## src/rtl/sync_rom_reader.sv

```systemverilog
// Read initiator for a 1-cycle synchronous ROM port: takes {addr, len} commands and
// streams the words out through a 2-entry buffer. Optional checksum port: SYNC_ROM_READER_CHKSUM_EN.
module sync_rom_reader #(
  parameter int DWIDTH = 8,
  parameter int AWIDTH = 8
) (
  input  logic              clk,
  input  logic              rst_n,
  input  logic              cmd_valid,
  output logic              cmd_ready,
  input  logic [AWIDTH-1:0] cmd_addr,
  input  logic [AWIDTH:0]   cmd_len,
  output logic              rom_en,
  output logic [AWIDTH-1:0] rom_addr,
  input  logic [DWIDTH-1:0] rom_q,
  output logic              out_valid,
  input  logic              out_ready,
  output logic [DWIDTH-1:0] out_data,
  output logic              out_last,
  output logic              done,
`ifdef SYNC_ROM_READER_CHKSUM_EN
  output logic              busy,
  output logic [DWIDTH-1:0] chk
`else
  output logic              busy
`endif
);

  typedef enum logic [1:0] {IDLE, FETCH, DRAIN} state_t;

  state_t            state, state_next;
  logic [AWIDTH-1:0] cur_addr;
  logic [AWIDTH:0]   rem;
  logic              inflight;
  logic              inflight_last;
  logic [DWIDTH-1:0] fifo_data [2];
  logic              fifo_last [2];
  logic              wr_ptr, rd_ptr;
  logic [1:0]        count;
  logic [2:0]        occupancy;
  logic              accept, issue, push, pop;

  assign cmd_ready = (state == IDLE);
  assign busy      = !cmd_ready;
  assign accept    = cmd_valid && cmd_ready;

  assign out_valid = (count != 2'd0);
  assign out_data  = fifo_data[rd_ptr];
  assign out_last  = out_valid && fifo_last[rd_ptr];
  assign pop       = out_valid && out_ready;
  assign push      = inflight;

  // Words buffered plus the one on its way back from the ROM; a read may only be
  // issued if a slot is free now or one is being freed this cycle.
  assign occupancy = {1'b0, count} + {2'b00, inflight};
  assign issue     = (state == FETCH) && (rem != '0) && ((occupancy < 3'd2) || pop);
  assign rom_en    = issue;
  assign rom_addr  = cur_addr;

  // NOTE: every output of a combinational block is given a default first so no
  // path through the case statement leaves it unassigned (which would infer a latch).
  always_comb begin
    state_next = state;
    done       = 1'b0;
    unique case (state)
      IDLE:  if (cmd_valid) state_next = (cmd_len == '0) ? DRAIN : FETCH;
      FETCH: if (issue && (rem == (AWIDTH+1)'(1))) state_next = DRAIN;
      DRAIN: begin
        if (!inflight && (count == 2'd0)) begin
          done       = 1'b1;
          state_next = IDLE;
        end
      end
      default: state_next = IDLE;
    endcase
  end

  // NOTE: sequential state uses non-blocking assignments so every register samples
  // the pre-edge values of the others, independent of statement order.
  always_ff @(posedge clk or negedge rst_n) begin
    if (!rst_n) state <= IDLE;
    else        state <= state_next;
  end

  always_ff @(posedge clk or negedge rst_n) begin
    if (!rst_n) begin
      cur_addr      <= '0;
      rem           <= '0;
      inflight      <= 1'b0;
      inflight_last <= 1'b0;
    end else begin
      if (accept) begin
        cur_addr <= cmd_addr;
        rem      <= cmd_len;
      end else if (issue) begin
        cur_addr <= cur_addr + AWIDTH'(1);
        rem      <= rem - (AWIDTH+1)'(1);
      end
      inflight      <= issue;
      inflight_last <= issue && (rem == (AWIDTH+1)'(1));
    end
  end

  // NOTE: the two buffer entries are reset because the head drives out_data
  // directly and must read 0 after reset; a deep RAM would not be reset.
  always_ff @(posedge clk or negedge rst_n) begin
    if (!rst_n) begin
      fifo_data[0] <= '0;
      fifo_data[1] <= '0;
      fifo_last[0] <= 1'b0;
      fifo_last[1] <= 1'b0;
      wr_ptr       <= 1'b0;
      rd_ptr       <= 1'b0;
      count        <= 2'd0;
    end else begin
      if (push) begin
        fifo_data[wr_ptr] <= rom_q;
        fifo_last[wr_ptr] <= inflight_last;
        wr_ptr            <= ~wr_ptr;
      end
      if (pop) rd_ptr <= ~rd_ptr;
      unique case ({push, pop})
        2'b10:   count <= count + 2'd1;
        2'b01:   count <= count - 2'd1;
        default: count <= count;
      endcase
    end
  end

`ifdef SYNC_ROM_READER_CHKSUM_EN
  always_ff @(posedge clk or negedge rst_n) begin
    if (!rst_n)      chk <= '0;
    else if (accept) chk <= '0;
    else if (pop)    chk <= chk ^ out_data;
  end
`endif

endmodule

```

## config.mk

```make
export PLATFORM = sky130hd
export DESIGN_NAME = sync_rom_reader
export DESIGN_NICKNAME = d
export VERILOG_FILES = /design/src/rtl/sync_rom_reader.sv
export SDC_FILE = /design/constraint.sdc
export NUM_CORES = 1
export LEC_CHECK = 0
export ABC_CLOCK_PERIOD_IN_PS = 3000
export BUFFER_PORTS_ARGS = -buffer_cell sky130_fd_sc_hd__clkbuf_2
export CORE_MARGIN = 5
export CORE_UTILIZATION = 60
export CTS_BUF_LIST = sky130_fd_sc_hd__clkbuf_4 sky130_fd_sc_hd__clkbuf_8
export CTS_CLUSTER_SIZE = 25
export DETAILED_ROUTE_END_ITERATION = 7
export HOLD_SLACK_MARGIN = 0.02
export PLACE_DENSITY = 0.87
export SLEW_MARGIN = 10
export SYNTH_ARGS = -nofsm -noshare
export SYNTH_HDL_FRONTEND = slang
export SYNTH_SLANG_ARGS = --single-unit
```

## constraint.sdc

```tcl
create_clock -name clk -period 3 [get_ports clk]
set_clock_uncertainty 0.2 [all_clocks]
set_input_delay 0.15 -clock clk [delete_from_list [all_inputs] [get_ports clk]]
set_output_delay 0.15 -clock clk [all_outputs]
set_load 0.005 [all_outputs]
```

## Word-level counts from Yosys, hierarchy flattened

Cells that the tools add are included.

| cells by class | value |
|---|---|
| div/mod/pow operators | 0 |
| reductions and logical operators | 19 |
| multiplexer cells | 24 |
| equality and inequality tests | 8 |
| shift operators | 0 |
| bitwise gates (word level) | 4 |
| multipliers | 0 |
| $lt $le $gt $ge | 4 |
| $add $sub $neg | 5 |

Operators with widths:

| operator | count |
|---|---|
| two-way mux 8 bit | 6 |
| two-way mux 9 bit | 2 |
| bitwise mux 16 bit | 1 |
| equality test 9 x 1 -> 1 bit, second input constant | 1 |
| zero test 9 bit | 1 |
| nonzero test 9 bit | 1 |
| subtractor 9 x 1 -> 9 bit, second input constant | 1 |
| adder 8 x 1 -> 8 bit, second input constant | 1 |
| demux 8 bit (select 1 bit) | 1 |
| logical AND 1 bit | 8 |
| two-way mux 2 bit | 4 |
| two-way mux 1 bit | 6 |
| case mux 2 bit (3 select lines) | 1 |
| nonzero test 2 bit | 3 |
| equality test 2 x 1 -> 1 bit, second input constant | 2 |
| equality test 2 bit, second input constant | 2 |
| >= comparator 2 bit, second input constant | 2 |
| zero test 2 bit | 2 |
| inequality test 2 bit, second input constant | 2 |
| inverter 1 -> 2 bit | 2 |
| case mux 2 bit (2 select lines) | 1 |
| adder 2 x 1 -> 3 bit | 1 |
| less-than comparator 3 x 2 -> 1 bit, second input constant | 1 |
| AND reduction 3 bit | 1 |
| 9 further kinds | 11 |

| storage, ports and cells | value |
|---|---|
| output and inout bits | 22 |
| memory bits (writable) | 0 |
| register bits | 43 |
| memories kept | 0 |
| latch bits | 0 |
| memory bits (read-only) | 0 |

## Longest topological paths before layout

| logic depth | value |
|---|---|
| depth after elaboration | 7 |
| depth in mapped cells | 7 |
| mapped depth without buffers | 7 |

## Worst setup path after synthesis

No wires, ideal clock.

| timing path | value |
|---|---|
| path kind | reg2reg |
| start | register rem[5] |
| end | register cur_addr[6], in the netlist rom_addr[6] |
| path slack | 1133 ps |
| period minus slack after synthesis | 1867 ps |
| stages on the path, launching flop included | 7 |
| arrival time | 1541 ps |
| data required time | 2674 ps |
| buffers on the path | 0 |
| path through | dfrtp_1 -> nor4_4 -> nand3_4 -> nand2_4 -> inv_2 -> a21bo_1 -> a221o_1 |

| between the ends | value |
|---|---|
| longest elaborated chain between the ends | 4 |

RTL lines:

| item | line | source |
|---|---|---|
| start, declared | 33 | `logic [AWIDTH:0] rem;` |
| start signal, assigned | 94 | `rem <= cmd_len;` |
| start signal, assigned | 97 | `rem <= rem - (AWIDTH+1)'(1);` |
| nonzero test 9 bit | 56 | `assign issue = (state == FETCH) && (rem != '0) && ((occupancy < 3'd2) \|\| pop);` |
| logical AND 1 bit (2 in series) | 56 |  |
| via rom_en | 13 | `output logic rom_en,` |
| nonzero test 2 bit (no line) | -- |  |
| end signal, assigned | 93 | `cur_addr <= cmd_addr;` |
| end signal, assigned | 96 | `cur_addr <= cur_addr + AWIDTH'(1);` |
| end, declared | 32 | `logic [AWIDTH-1:0] cur_addr;` |

The timed path passes the listed nets, and every way through them passes these cells.
A chain may end at the register's enable or synchronous reset.

## Worst setup path in the final report

| timing path | value |
|---|---|
| start | register rem[5] |
| end | register cur_addr[6], in the netlist rom_addr[6] |

| between the ends | value |
|---|---|
| longest elaborated chain between the ends | 4 |

RTL lines:

| item | line |
|---|---|
| nonzero test 9 bit | 56 |
| logical AND 1 bit (2 in series) | 56 |
| nonzero test 2 bit (no line) | -- |

No other way between the ends.

==> results.yml <==
setup_path:
  worstPathRequired_ns: 2.99
  worst_path_max_delay_cell: "dfrtp_1"
  critPathLaunchType: "flip-flop"
  path_class: "reg -> reg"
  cp-end-kind: "flip-flop"
  slowest_delay_ns: 0.47
  cp_cell_sequence: "nor4_4, nand3_4, nand2_4, inv_2, a21bo_1, a221o_1"
  crit_arrival_ns: 2.07
  cp_max_fo: 12
grt:
  grt_use_total_pct: 22.0
  grt_overflow: 0
  grt_pass1_vias: 1861
  grt_pass1_wl_um: 8580
  grt_max_degree: 44
  antenna_found_initial: 0
synthesis:
  syn_area_um2: 2190
  synth_top_cell_by_area: "dfrtp_1"
  yosysWarningCount: 0
  synth_common_cells: "dfrtp_1 (43), mux2_2 (26), nor2_1 (14), nand2_1 (13), inv_1 (9)"
  synth.top_cell.area_share_pct: 49.1
  synth_area_leaders: "dfrtp_1 (49%), mux2_2 (13%), ha_1 (2.9%), nor2_1 (2.4%), nand2_1 (2.2%)"
  ys_types: 50
  ys_seq_area_share_pct: 49.1
  synth_most_common_cell: "dfrtp_1"
  synth_nets: 228
  async_reset_ff_share_pct: 100
  synth_area_per_cell_um2: 11.3
  synthCells: 194
  synth-main-ff-cell: "dfrtp_1"
  synth_edf_count: 0
  ys_seq_elements: 43
clocking:
  clockBufferDepth: 2
  htreeDepth: 2
  clk_pin_slew_ns: 0.08
  cts-root-buf: "clkbuf_8"
  clock_latency_ns: 0.30
  cts_setup_buffers: 0
  clock-sinks: 43
  ctsResizeCount: 0
  cts_tree: "built"
  cts_buffers: 5
  cts_hold_buffers: 26
run_status:
  status: "complete, no violations"
worst_hold_path:
  min-delay-path-class: "in -> reg"
detailed_routing:
  via_per_inst: 5.62
  vias: 1803
  wl_met1_um: 2040
  routed_wl_um: 4940
  avgRoutedWirePerCell_um: 15.4
  top_layer_used: "met4"
  drcViolationCount: 0
  met3_length_um: 335
  antenna_left: 0
  dr.pass1.iters: 4
  drt_iter0_drc: 124
  wl_met2_um: 2460
pwr:
  ir_worst_vdd_uv: 622
  leakage_nw: 1.34
  total_power_w: 0.00294
  powerDensity_nw_per_um2: 1020
sta:
  rsz0062_at_grt: "false"
  maxSlewHeadroom_pct: 32.6
  hold_violations: 0
  slew_viol_final: 0
  max_freq_ghz: 0.479
  fin_ws_ns: 0.914
  finalCriticalPeriod_ns: 2.09
  setup_viol: 0
  tns_ns: 0
  tightest_slew_ns: 1.01
  post-route-period-util_pct: 69.5
finish:
  antenna_cells: 0
  fin_nets: 306
  design_area_um2: 2870
  multiInputGateArea_um2: 1040
  fillers: 227
  seqCellArea_um2: 1080
  drive_above_1_share_pct: 34.8
  area_growth_pct: 31.0
floorplanning:
  io_pins: 51
  die_area_um2: 4960
  fp.dieH_um: 70.4
  initial_utilization_pct: 60.8
  rows: 22
  core_area_um2: 3610
  die_w_um: 70.4
placement:
  port_buffers: 50
  post_dp_cell_area_um2: 2470
  hpwl_um: 3230
  pre_cts_slack_ns: 0.941
  place_congestion: 0.808
run:
  maxCapViolations: 0
[sequential cells by signal, summed over array words and instances, names as in the netlist]
name           flops
count              2
fifo_data         16
fifo_last          2
inflight           1
inflight_last      1
rd_ptr             1
rem                9
rom_addr           8
state              2
wr_ptr             1
[kinds of logic (layout without fill, tap and decap cells)]
group / after synthesis / in the layout / synth area share [%]
flip-flops: 43 / 43 / 49.1
AND/OR/NAND/NOR: 55 / 55 / 13.9
adder cells (fa/ha/maj): 5 / 5 / 2.86
multiplexers: 29 / 29 / 14.7
AO/OA/AOI/OAI: 39 / 39 / 13.3
XOR/XNOR: 7 / 7 / 2.80
buffers and inverters: 16 / 95 / 3.31
[metrics by stage]
stage                     hold slack (ns)  utilization, %  std cells
after CTS                          0.0338            79.6        321
after floorplan                    -0.346               -        194
after global routing               0.0651            79.6        321
after detailed placement            0.164            68.6        287
after global placement              0.152            68.6        287
final                              0.0312            79.6        321
[power breakdown]
group,switching [W],total (W),internal [W],leakage (nW)
logic,0.000624,0.00129,0.000669,0.767
registers,0.000256,0.00110,0.000849,0.508
clock network,0.000197,0.000539,0.000342,0.0688
total,0.00108,0.00294,0.00186,1.34
[per-layer routing]
metal | vias to the layer above | GRT usage, %
met3 | 9 | 4.60
met1 | 851 | 26.0
met4 | 0 | 8.94
met5 | - | 0
met2 | 77 | 38.4
li1 | 866 | -
[cell usage in the layout (no fill, tap or decap), types with 2 or more instances in the layout]
| cell | count |
|---|---|
| a211o_1 | 2 |
| a21oi_1 | 6 |
| a221o_1 | 2 |
| a22oi_1 | 2 |
| a31oi_1 | 3 |
| and2_1 | 3 |
| bufinv_16 | 2 |
| clkbuf_2 | 50 |
| clkbuf_8 | 5 |
| dfrtp_1 | 43 |
| dlygate4sd3_1 | 26 |
| ha_1 | 5 |
| inv_1 | 9 |
| mux2_2 | 26 |
| mux2i_1 | 3 |
| nand2_1 | 13 |
| nand3_1 | 8 |
| nor2_1 | 14 |
| nor3_1 | 4 |
| nor4_1 | 2 |
| o21ai_0 | 8 |
| o22ai_1 | 2 |
| xnor2_1 | 2 |
| xor2_1 | 5 |
[final timing paths]
| path | from | slack [ns] | cells after the start | endpoint |
|---|---|---|---|---|
| worst max-delay path | rem[5] | 0.91 | 6 | rom_addr[6] |
| worst min-delay path | out_ready | 0.03 | 3 | rd_ptr |
| worst max register to register | rem[5] | 0.91 | 6 | rom_addr[6] |
| worst min register to register | fifo_data[3] | 0.31 | 1 | fifo_data[3] |
| max in group asynchronous | rst_n | 1.61 | 2 | rem[8] |
| min in group asynchronous | rst_n | 0.37 | 2 | fifo_data[2] |
[final cells by class]
cell class              instances  share of cell area [%]
flip-flops and latches         43                    37.5
multi-input cells             135                    36.3
repair buffers                 77                    18.0
clock buffers                   6                    2.66
clock inverters                 2                    2.09
well taps                      48                    2.09
inverters                      10                    1.31
[critical path: cells and delay by family, from the launching register on]
| family | cells | cell delay, ns |
|---|---|---|
| and+or+nand+nor | 3 | 0.77 |
| AOI/OAI and AO/OA | 2 | 0.46 |
| DFF | 1 | 0.47 |
| buffers and inverters | 1 | 0.08 |
No activity file was read; power rests on OpenSTA's default activity.
